==> src/rtl/p_mul_iter_if.sv <==
// Request/response bundle for the iterative packed multiplier.
// The requester drives the operands and holds valid until ready pulses.
interface p_mul_iter_if;
  logic        valid;
  logic [31:0] crs1;
  logic [31:0] crs2;
  logic [4:0]  pw;
  logic        carryless;
  logic        ready;
  logic [63:0] result;

  modport master (
    output valid, crs1, crs2, pw, carryless,
    input  ready, result
  );

  modport slave (
    input  valid, crs1, crs2, pw, carryless,
    output ready, result
  );
endinterface

==> src/rtl/p_mul_iter.sv <==
// Iterative packed multiplier.
// Each RUN cycle performs one shift-and-add step in every lane at once.
// The accumulator holds each lane product in a contiguous 2w-bit slot
// (lane k at bits [k*2w +: 2w]). Each slot gets its own adder, so carries
// never leave a lane.
// On the final step the slots are unpacked into the result register:
// the low halves go to [31:0] and the high halves to [63:32].
module p_mul_iter (
  input  logic        clock,
  input  logic        reset,
  p_mul_iter_if.slave bus
);

  typedef enum logic [1:0] {IDLE, RUN, DONE} state_t;

  localparam logic [2:0] SEL_NONE = 3'd7;

  state_t      state_q, state_d;
  logic [4:0]  cnt_q, cnt_d;
  logic [63:0] acc_q, acc_d;
  logic [63:0] result_q, result_d;
  logic [31:0] mcand_q, mcand_d;
  logic [31:0] mult_q, mult_d;
  logic [2:0]  sel_q, sel_d;
  logic        cl_q, cl_d;

  logic [63:0] stepAcc [5];
  logic [63:0] stepRes [5];
  logic [63:0] selAcc;
  logic [63:0] selRes;
  logic [4:0]  lastCnt;

  // Lowest set pw bit selects the lane width; no bit set means "no work".
  function automatic logic [2:0] selOf(input logic [4:0] pw);
    if (pw[0])      return 3'd0;
    else if (pw[1]) return 3'd1;
    else if (pw[2]) return 3'd2;
    else if (pw[3]) return 3'd3;
    else if (pw[4]) return 3'd4;
    else            return SEL_NONE;
  endfunction

  // One step datapath per lane width; the latched width picks which one counts.
  for (genvar g = 0; g < 5; g++) begin : gWidth
    localparam int W = 32 >> g;
    localparam int N = 32 / W;
    logic [63:0] accW;
    logic [63:0] resW;
    logic [$clog2(W)-1:0] cntLocal;

    assign cntLocal = cnt_q[$clog2(W)-1:0];

    for (genvar k = 0; k < N; k++) begin : gLane
      logic [4:0]     idx;
      logic           multBit;
      logic [2*W-1:0] addend;
      logic [2*W-1:0] seg;

      assign idx     = 5'(k * W) + 5'(cntLocal);
      assign multBit = mult_q[idx];
      assign addend  = multBit ? ((2*W)'(mcand_q[k*W +: W]) << cntLocal) : '0;
      assign seg     = acc_q[k*2*W +: 2*W];
      assign accW[k*2*W +: 2*W] = cl_q ? (seg ^ addend) : (seg + addend);
      assign resW[k*W +: W]      = accW[k*2*W +: W];
      assign resW[32 + k*W +: W] = accW[k*2*W + W +: W];
    end

    assign stepAcc[g] = accW;
    assign stepRes[g] = resW;
  end

  // Select the active width's step outputs and its final counter value.
  always_comb begin
    selAcc  = stepAcc[0];
    selRes  = stepRes[0];
    lastCnt = 5'd31;
    case (sel_q)
      3'd1: begin selAcc = stepAcc[1]; selRes = stepRes[1]; lastCnt = 5'd15; end
      3'd2: begin selAcc = stepAcc[2]; selRes = stepRes[2]; lastCnt = 5'd7;  end
      3'd3: begin selAcc = stepAcc[3]; selRes = stepRes[3]; lastCnt = 5'd3;  end
      3'd4: begin selAcc = stepAcc[4]; selRes = stepRes[4]; lastCnt = 5'd1;  end
      default: ;
    endcase
  end

  // Sequencing: latch in IDLE, step in RUN (abort on valid low), pulse in DONE.
  always_comb begin
    state_d  = state_q;
    cnt_d    = cnt_q;
    acc_d    = acc_q;
    result_d = result_q;
    mcand_d  = mcand_q;
    mult_d   = mult_q;
    sel_d    = sel_q;
    cl_d     = cl_q;
    case (state_q)
      IDLE: begin
        if (bus.valid) begin
          mcand_d = bus.crs1;
          mult_d  = bus.crs2;
          sel_d   = selOf(bus.pw);
          cl_d    = bus.carryless;
          acc_d   = '0;
          cnt_d   = '0;
          if (selOf(bus.pw) == SEL_NONE) begin
            state_d  = DONE;
            result_d = '0;
          end else begin
            state_d = RUN;
          end
        end
      end
      RUN: begin
        if (!bus.valid) begin
          state_d = IDLE;
        end else begin
          acc_d = selAcc;
          if (cnt_q == lastCnt) begin
            state_d  = DONE;
            result_d = selRes;
          end else begin
            cnt_d = cnt_q + 5'd1;
          end
        end
      end
      DONE: begin
        state_d = IDLE;
      end
      default: begin
        state_d = IDLE;
      end
    endcase
  end

  // State register with synchronous reset.
  always_ff @(posedge clock) begin
    if (reset) begin
      state_q  <= IDLE;
      cnt_q    <= '0;
      acc_q    <= '0;
      result_q <= '0;
      mcand_q  <= '0;
      mult_q   <= '0;
      sel_q    <= '0;
      cl_q     <= 1'b0;
    end else begin
      state_q  <= state_d;
      cnt_q    <= cnt_d;
      acc_q    <= acc_d;
      result_q <= result_d;
      mcand_q  <= mcand_d;
      mult_q   <= mult_d;
      sel_q    <= sel_d;
      cl_q     <= cl_d;
    end
  end

  assign bus.ready  = (state_q == DONE);
  assign bus.result = result_q;

endmodule

==> src/flat_wrapper.sv <==
// flat-port wrapper written by rule: the top's interface ports become plain ports
module p_mul_iter_flat 
  (clock, reset, bus_valid, bus_crs1, bus_crs2, bus_pw, bus_carryless, bus_ready, bus_result);
  p_mul_iter_if bus_i ();
  input  logic clock;
  input  logic reset;
  input wire logic [$bits(bus_i.valid)-1:0] bus_valid;
  input wire logic [$bits(bus_i.crs1)-1:0] bus_crs1;
  input wire logic [$bits(bus_i.crs2)-1:0] bus_crs2;
  input wire logic [$bits(bus_i.pw)-1:0] bus_pw;
  input wire logic [$bits(bus_i.carryless)-1:0] bus_carryless;
  output wire logic [$bits(bus_i.ready)-1:0] bus_ready;
  output wire logic [$bits(bus_i.result)-1:0] bus_result;
  assign bus_i.valid = bus_valid;
  assign bus_i.crs1 = bus_crs1;
  assign bus_i.crs2 = bus_crs2;
  assign bus_i.pw = bus_pw;
  assign bus_i.carryless = bus_carryless;
  assign bus_ready = bus_i.ready;
  assign bus_result = bus_i.result;
  p_mul_iter u_core (.clock(clock), .reset(reset), .bus(bus_i));
endmodule
==> config.mk <==
export PLATFORM = sky130hd
export DESIGN_NAME = p_mul_iter_flat
export DESIGN_NICKNAME = d
export VERILOG_FILES = /design/src/rtl/p_mul_iter_if.sv /design/src/rtl/p_mul_iter.sv /design/src/flat_wrapper.sv
export SDC_FILE = /design/constraint.sdc
export NUM_CORES = 2
export LEC_CHECK = 0
export ABC_AREA = 1
export ABC_CLOCK_PERIOD_IN_PS = 4410
export CAP_MARGIN = 40
export CELL_PAD_IN_SITES_DETAIL_PLACEMENT = 1
export CELL_PAD_IN_SITES_GLOBAL_PLACEMENT = 1
export CORE_MARGIN = 2
export CORE_UTILIZATION = 39
export CTS_CLUSTER_DIAMETER = 80
export DETAILED_ROUTE_END_ITERATION = 12
export PLACE_DENSITY_LB_ADDON = 0.1
export SETUP_SLACK_MARGIN = 0.2
export SLEW_MARGIN = 20
export SYNTH_ARGS = -nofsm -noshare
export SYNTH_HDL_FRONTEND = slang
export SYNTH_SLANG_ARGS = --single-unit
==> constraint.sdc <==
create_clock -name clock -period 4.41 [get_ports clock]
set_input_delay 1.1025 -clock clock [delete_from_list [all_inputs] [get_ports clock]]
set_output_delay 1.1025 -clock clock [all_outputs]
set_load 0.02 [all_outputs]
==> Flow_metrics.wiki <==
{| class="wikitable"
! Metric !! Value
|-
| Library cell appearing most often on the critical path || sky130_fd_sc_hd__nand2_1
|-
| Largest fanout of any net on the critical path || 6
|-
| Hold Fails Final Rpt || 0
|-
| CTS root buf || sky130_fd_sc_hd__clkbuf_16
|-
| P&R area growth vs syn || 35.4%
|-
| Clock Skew || between 0.04 and 0.05 ns
|-
| Cell area after synthesis || 32500 µm²
|-
| Post-detailed-placement cell area || 39600 µm²
|-
| Failing checks || setup timing
|-
| Chip Height || slightly below 300 µm
|-
| Sink count of the clock tree || between 200 and 250
|-
| Total power divided by cell area || 157 nW/µm²
|-
| Number of buffer cells added on primary ports || around 140
|-
| # IOs || 138
|-
| Worst setup margin || -0.0504 ns
|-
| Wire length of the first global-routing pass || 282 mm
|-
| Delay of the slowest cell on the worst path || roughly 0.43 ns
|-
| Post-synthesis register bit count || 203
|-
| Most used flip-flop cell after synthesis || sky130_fd_sc_hd__dfxtp_1
|-
| Required @ worst endpoint || 4.87 ns
|-
| Crit path buf inv count || 8
|-
| Top post-synthesis cells by area || sky130_fd_sc_hd__nand2_1, sky130_fd_sc_hd__dfxtp_1, sky130_fd_sc_hd__ha_1, sky130_fd_sc_hd__inv_1, sky130_fd_sc_hd__nand3_1
|-
| Number of antenna violations at the first check in global routing || 7
|-
| Clock tree from TritonCTS || built
|-
| Summed negative setup slack over all endpoints || -0.239 ns
|-
| Iteration count of the initial detailed-routing pass || 6
|-
| Worst Max-Slew Pin Slew || 1.14 ns
|-
| Number of enable flip-flop cells after synthesis || 0
|-
| CORE AREA || slightly above 80000 µm²
|-
| Arrival time of the worst setup path || 4.92 ns
|-
| Die boundary width || 293 µm
|-
| Proportion of synthesized chip area in sequential cells || 0.125
|-
| Count of nets left with antenna violations after detail routing || 0
|-
| WS Path Type || register to register
|-
| Library cell occupying the most area in the post-synthesis netlist || sky130_fd_sc_hd__nand2_1
|-
| Final-stage net count || 7156
|-
| Period Utilization, post-route || 1.01
|-
| Run status || finished with violations
|-
| Maximum clock rate || 224 MHz
|-
| Vias/cell || 5.92
|-
| DRC violation total after the first TritonRoute iteration || 4898
|-
| Clock slew seen by the registers of the worst setup and hold paths || 0.06 ns
|-
| Starting Density || 0.395
|-
| Global route total overflow || 0
|-
| Maximum level of the CTS H-tree || 1
|-
| Leakage power of the design || 22.2 nW
|-
| Clock network latency to the later pin of the worst-skew pair || 0.66 ns
|-
| Unrepaired setup endpoints after global routing || yes
|-
| Total die area || 85600 µm²
|-
| Combined global-route utilization of all metal layers || 0.436
|-
| Gate count of the mapped netlist || 6104
|-
| Largest net degree at the start of global routing || approximately 130
|-
| Share of post-route cells with drive strength above 1 || 0.213
|-
| Via count || 46500
|-
| Max cap viols || 0
|-
| Worst rel slew slack || 0.240
|-
| Cell with the largest stage delay on the worst path || sky130_fd_sc_hd__dfxtp_4
|-
| Net count after synthesis || 6498
|-
| Total wire length || between 200 and 250 mm
|-
| Total of endpoints with negative setup slack in the final report || 9
|-
| Tot Pwr || 6.92 mW
|-
| TritonCTS Buffers || 30
|-
| Unique masters post-synth || 55
|-
| Final weighted congestion in routability-driven placement || 1.04
|-
| Post-route DRC || 0
|-
| Yosys warning count || 0
|-
| Shortest period the worst path allows || 4.46 ns
|-
| IR Drop Worst-Case VDD || 0.335 mV
|-
| Number of rows in the core area || about 110
|-
| Category of the worst setup path capture point || register
|-
| Number of global-route vias before repair || 45000
|-
| Kind of cell adding the most delay to the critical path || simple AND/OR/NAND/NOR gates
|-
| Filler instances || 11600
|-
| # hold bufs at CTS || 0
|-
| Average routed wire per standard cell || 25.7 µm
|-
| Detail Placement HPWL || around 160 mm
|-
| Maximum number of buffers from clock root to sink || 3
|-
| Finished Cell Area || 44000 µm²
|-
| Syn_area_per_cell || 5.32 µm²
|-
| Launching element type of the critical path || register
|-
| Hold Path Class || register to register
|-
| Final-report max-slew violation count || 0
|-
| Fraction of synthesis flops using an asynchronous set or reset pin || 0
|-
| Share of Yosys cell area claimed by the top area cell type || 0.226
|}
per-stage QoR:
stage,util,setup slack (ns),cells,hold slack (ns)
3_3_place_gp,0.481,-0.270,7757,0.448
6_report,0.535,-0.0504,7856,0.463
3_5_place_dp,0.481,-0.341,7759,0.456
5_1_grt,0.535,-0.153,7853,0.487
4_1_cts,0.501,0.143,7817,0.464
2_1_floorplan,-,0.973,6104,0.435
sequential cells by signal, summed over array words and instances, names as in the netlist:
register / cells
u_core.mcand_q: 32
u_core.acc_q: 64
u_core.cl_q: 1
u_core.bus.result: 64
u_core.sel_q: 3
u_core.state_q: 2
u_core.cnt_q: 5
u_core.mult_q: 32
logic make-up after synthesis:
| family | synth area share |
|---|---|
| simple gates | 0.437 |
| xor+xnor | 0.00162 |
| buf+inv | 0.135 |
| flops | 0.125 |
| fa+ha+maj | 0.131 |
| compound gates | 0.170 |
report_power, final:
| group | leakage, nW | switching, mW | total (mW) | internal (mW) |
|---|---|---|---|---|
| clock network | 0.497 | 1.08 | 2.55 | 1.47 |
| registers | 1.65 | 0.0913 | 1.98 | 1.89 |
| logic | 20.1 | 1.57 | 2.39 | 0.816 |
area by class of cell:
cell class	count	area, µm²	area share
Clock inverter	12	153	0.00347
Sequential cell	203	4070	0.0926
Multi-Input combinational cell	4777	27000	0.613
Tap cell	1070	1340	0.0304
Clock buffer	41	853	0.0194
Antenna cell	3	7.51	0.000171
Inverter	907	3420	0.0779
Timing Repair Buffer	843	7150	0.163
synth_stat cells (50+ instances only):
library cell,n
sky130_fd_sc_hd__nand2_1,1952
sky130_fd_sc_hd__inv_1,893
sky130_fd_sc_hd__nand3_1,624
sky130_fd_sc_hd__nor2_1,597
sky130_fd_sc_hd__a21oi_1,490
sky130_fd_sc_hd__o21ai_0,334
sky130_fd_sc_hd__ha_1,290
sky130_fd_sc_hd__dfxtp_1,203
sky130_fd_sc_hd__clkbuf_1,107
sky130_fd_sc_hd__nor3_1,102
sky130_fd_sc_hd__o21ai_1,69
sky130_fd_sc_hd__buf_2,63
sky130_fd_sc_hd__nand3b_1,50
worst paths after layout:
check / startpoint / end / slack (ns) / cells after the start
worst min register to register: u_core.bus.result[0]$_SDFFE_PP0P_ / u_core.bus.result[0]$_SDFFE_PP0P_ / 0.46 / 2
worst max-delay path: u_core.cnt_q[0]$_SDFFE_PP0P_ / u_core.acc_q[27]$_SDFFE_PP0P_ / -0.05 / 31
worst min-delay path: u_core.bus.result[0]$_SDFFE_PP0P_ / u_core.bus.result[0]$_SDFFE_PP0P_ / 0.46 / 2
worst max register to register: u_core.cnt_q[0]$_SDFFE_PP0P_ / u_core.acc_q[27]$_SDFFE_PP0P_ / -0.05 / 31
timing repair:
item / CTS / global route
gates resized for setup: 193 / 660
gates cloned: 1 / 2
pin swaps: 20 / 146
setup endpoints to repair: 103 / 114
buffers inserted: 4 / 32
worst reg2reg max path: cells and delay by family, from the launching register on:
| kind | cells | cell delay [ns] |
|---|---|---|
| adders and majority gates | 1 | 0.42 |
| and+or+nand+nor | 17 | 1.78 |
| AOI/OAI and AO/OA | 5 | 0.54 |
| DFF | 1 | 0.43 |
| buffers and inverters | 8 | 1.16 |
layer usage:
metal / vias up / track usage / part of all wire
li1: 21000 / - / -
met1: 22500 / 0.613 / 0.42
met2: 2414 / 0.641 / 0.41
met3: 594 / 0.0936 / 0.12
met4: 8 / 0.176 / 0.055
met5: - / 0 / 0.00029
cell usage in the layout (no fill, tap or decap), drive strengths merged, types with 2 or more instances in the layout:
cell type      instances
o211ai                21
o311ai                 2
bufinv                 2
clkbuf                43
a21o                  14
o21a                  10
nand4                 30
a221oi                 4
nand3                627
o22ai                  4
nor2                 599
nor3b                  2
a21oi                494
diode                  3
buf                  705
a21boi                 3
nor4                   3
nor2b                  2
a31oi                  8
ha                   290
nor3                 103
or2                   22
and2                   9
and3                   6
clkinv                10
o21ai                412
inv                  907
a31o                   5
fa                    31
a22o                   3
dfxtp                203
a211oi                11
o31ai                  4
nand3b                50
o21bai                34
nand2               1964
xor2                   5
clkdlybuf4s50        136
Note: power is estimated with default switching activity, not from simulation.
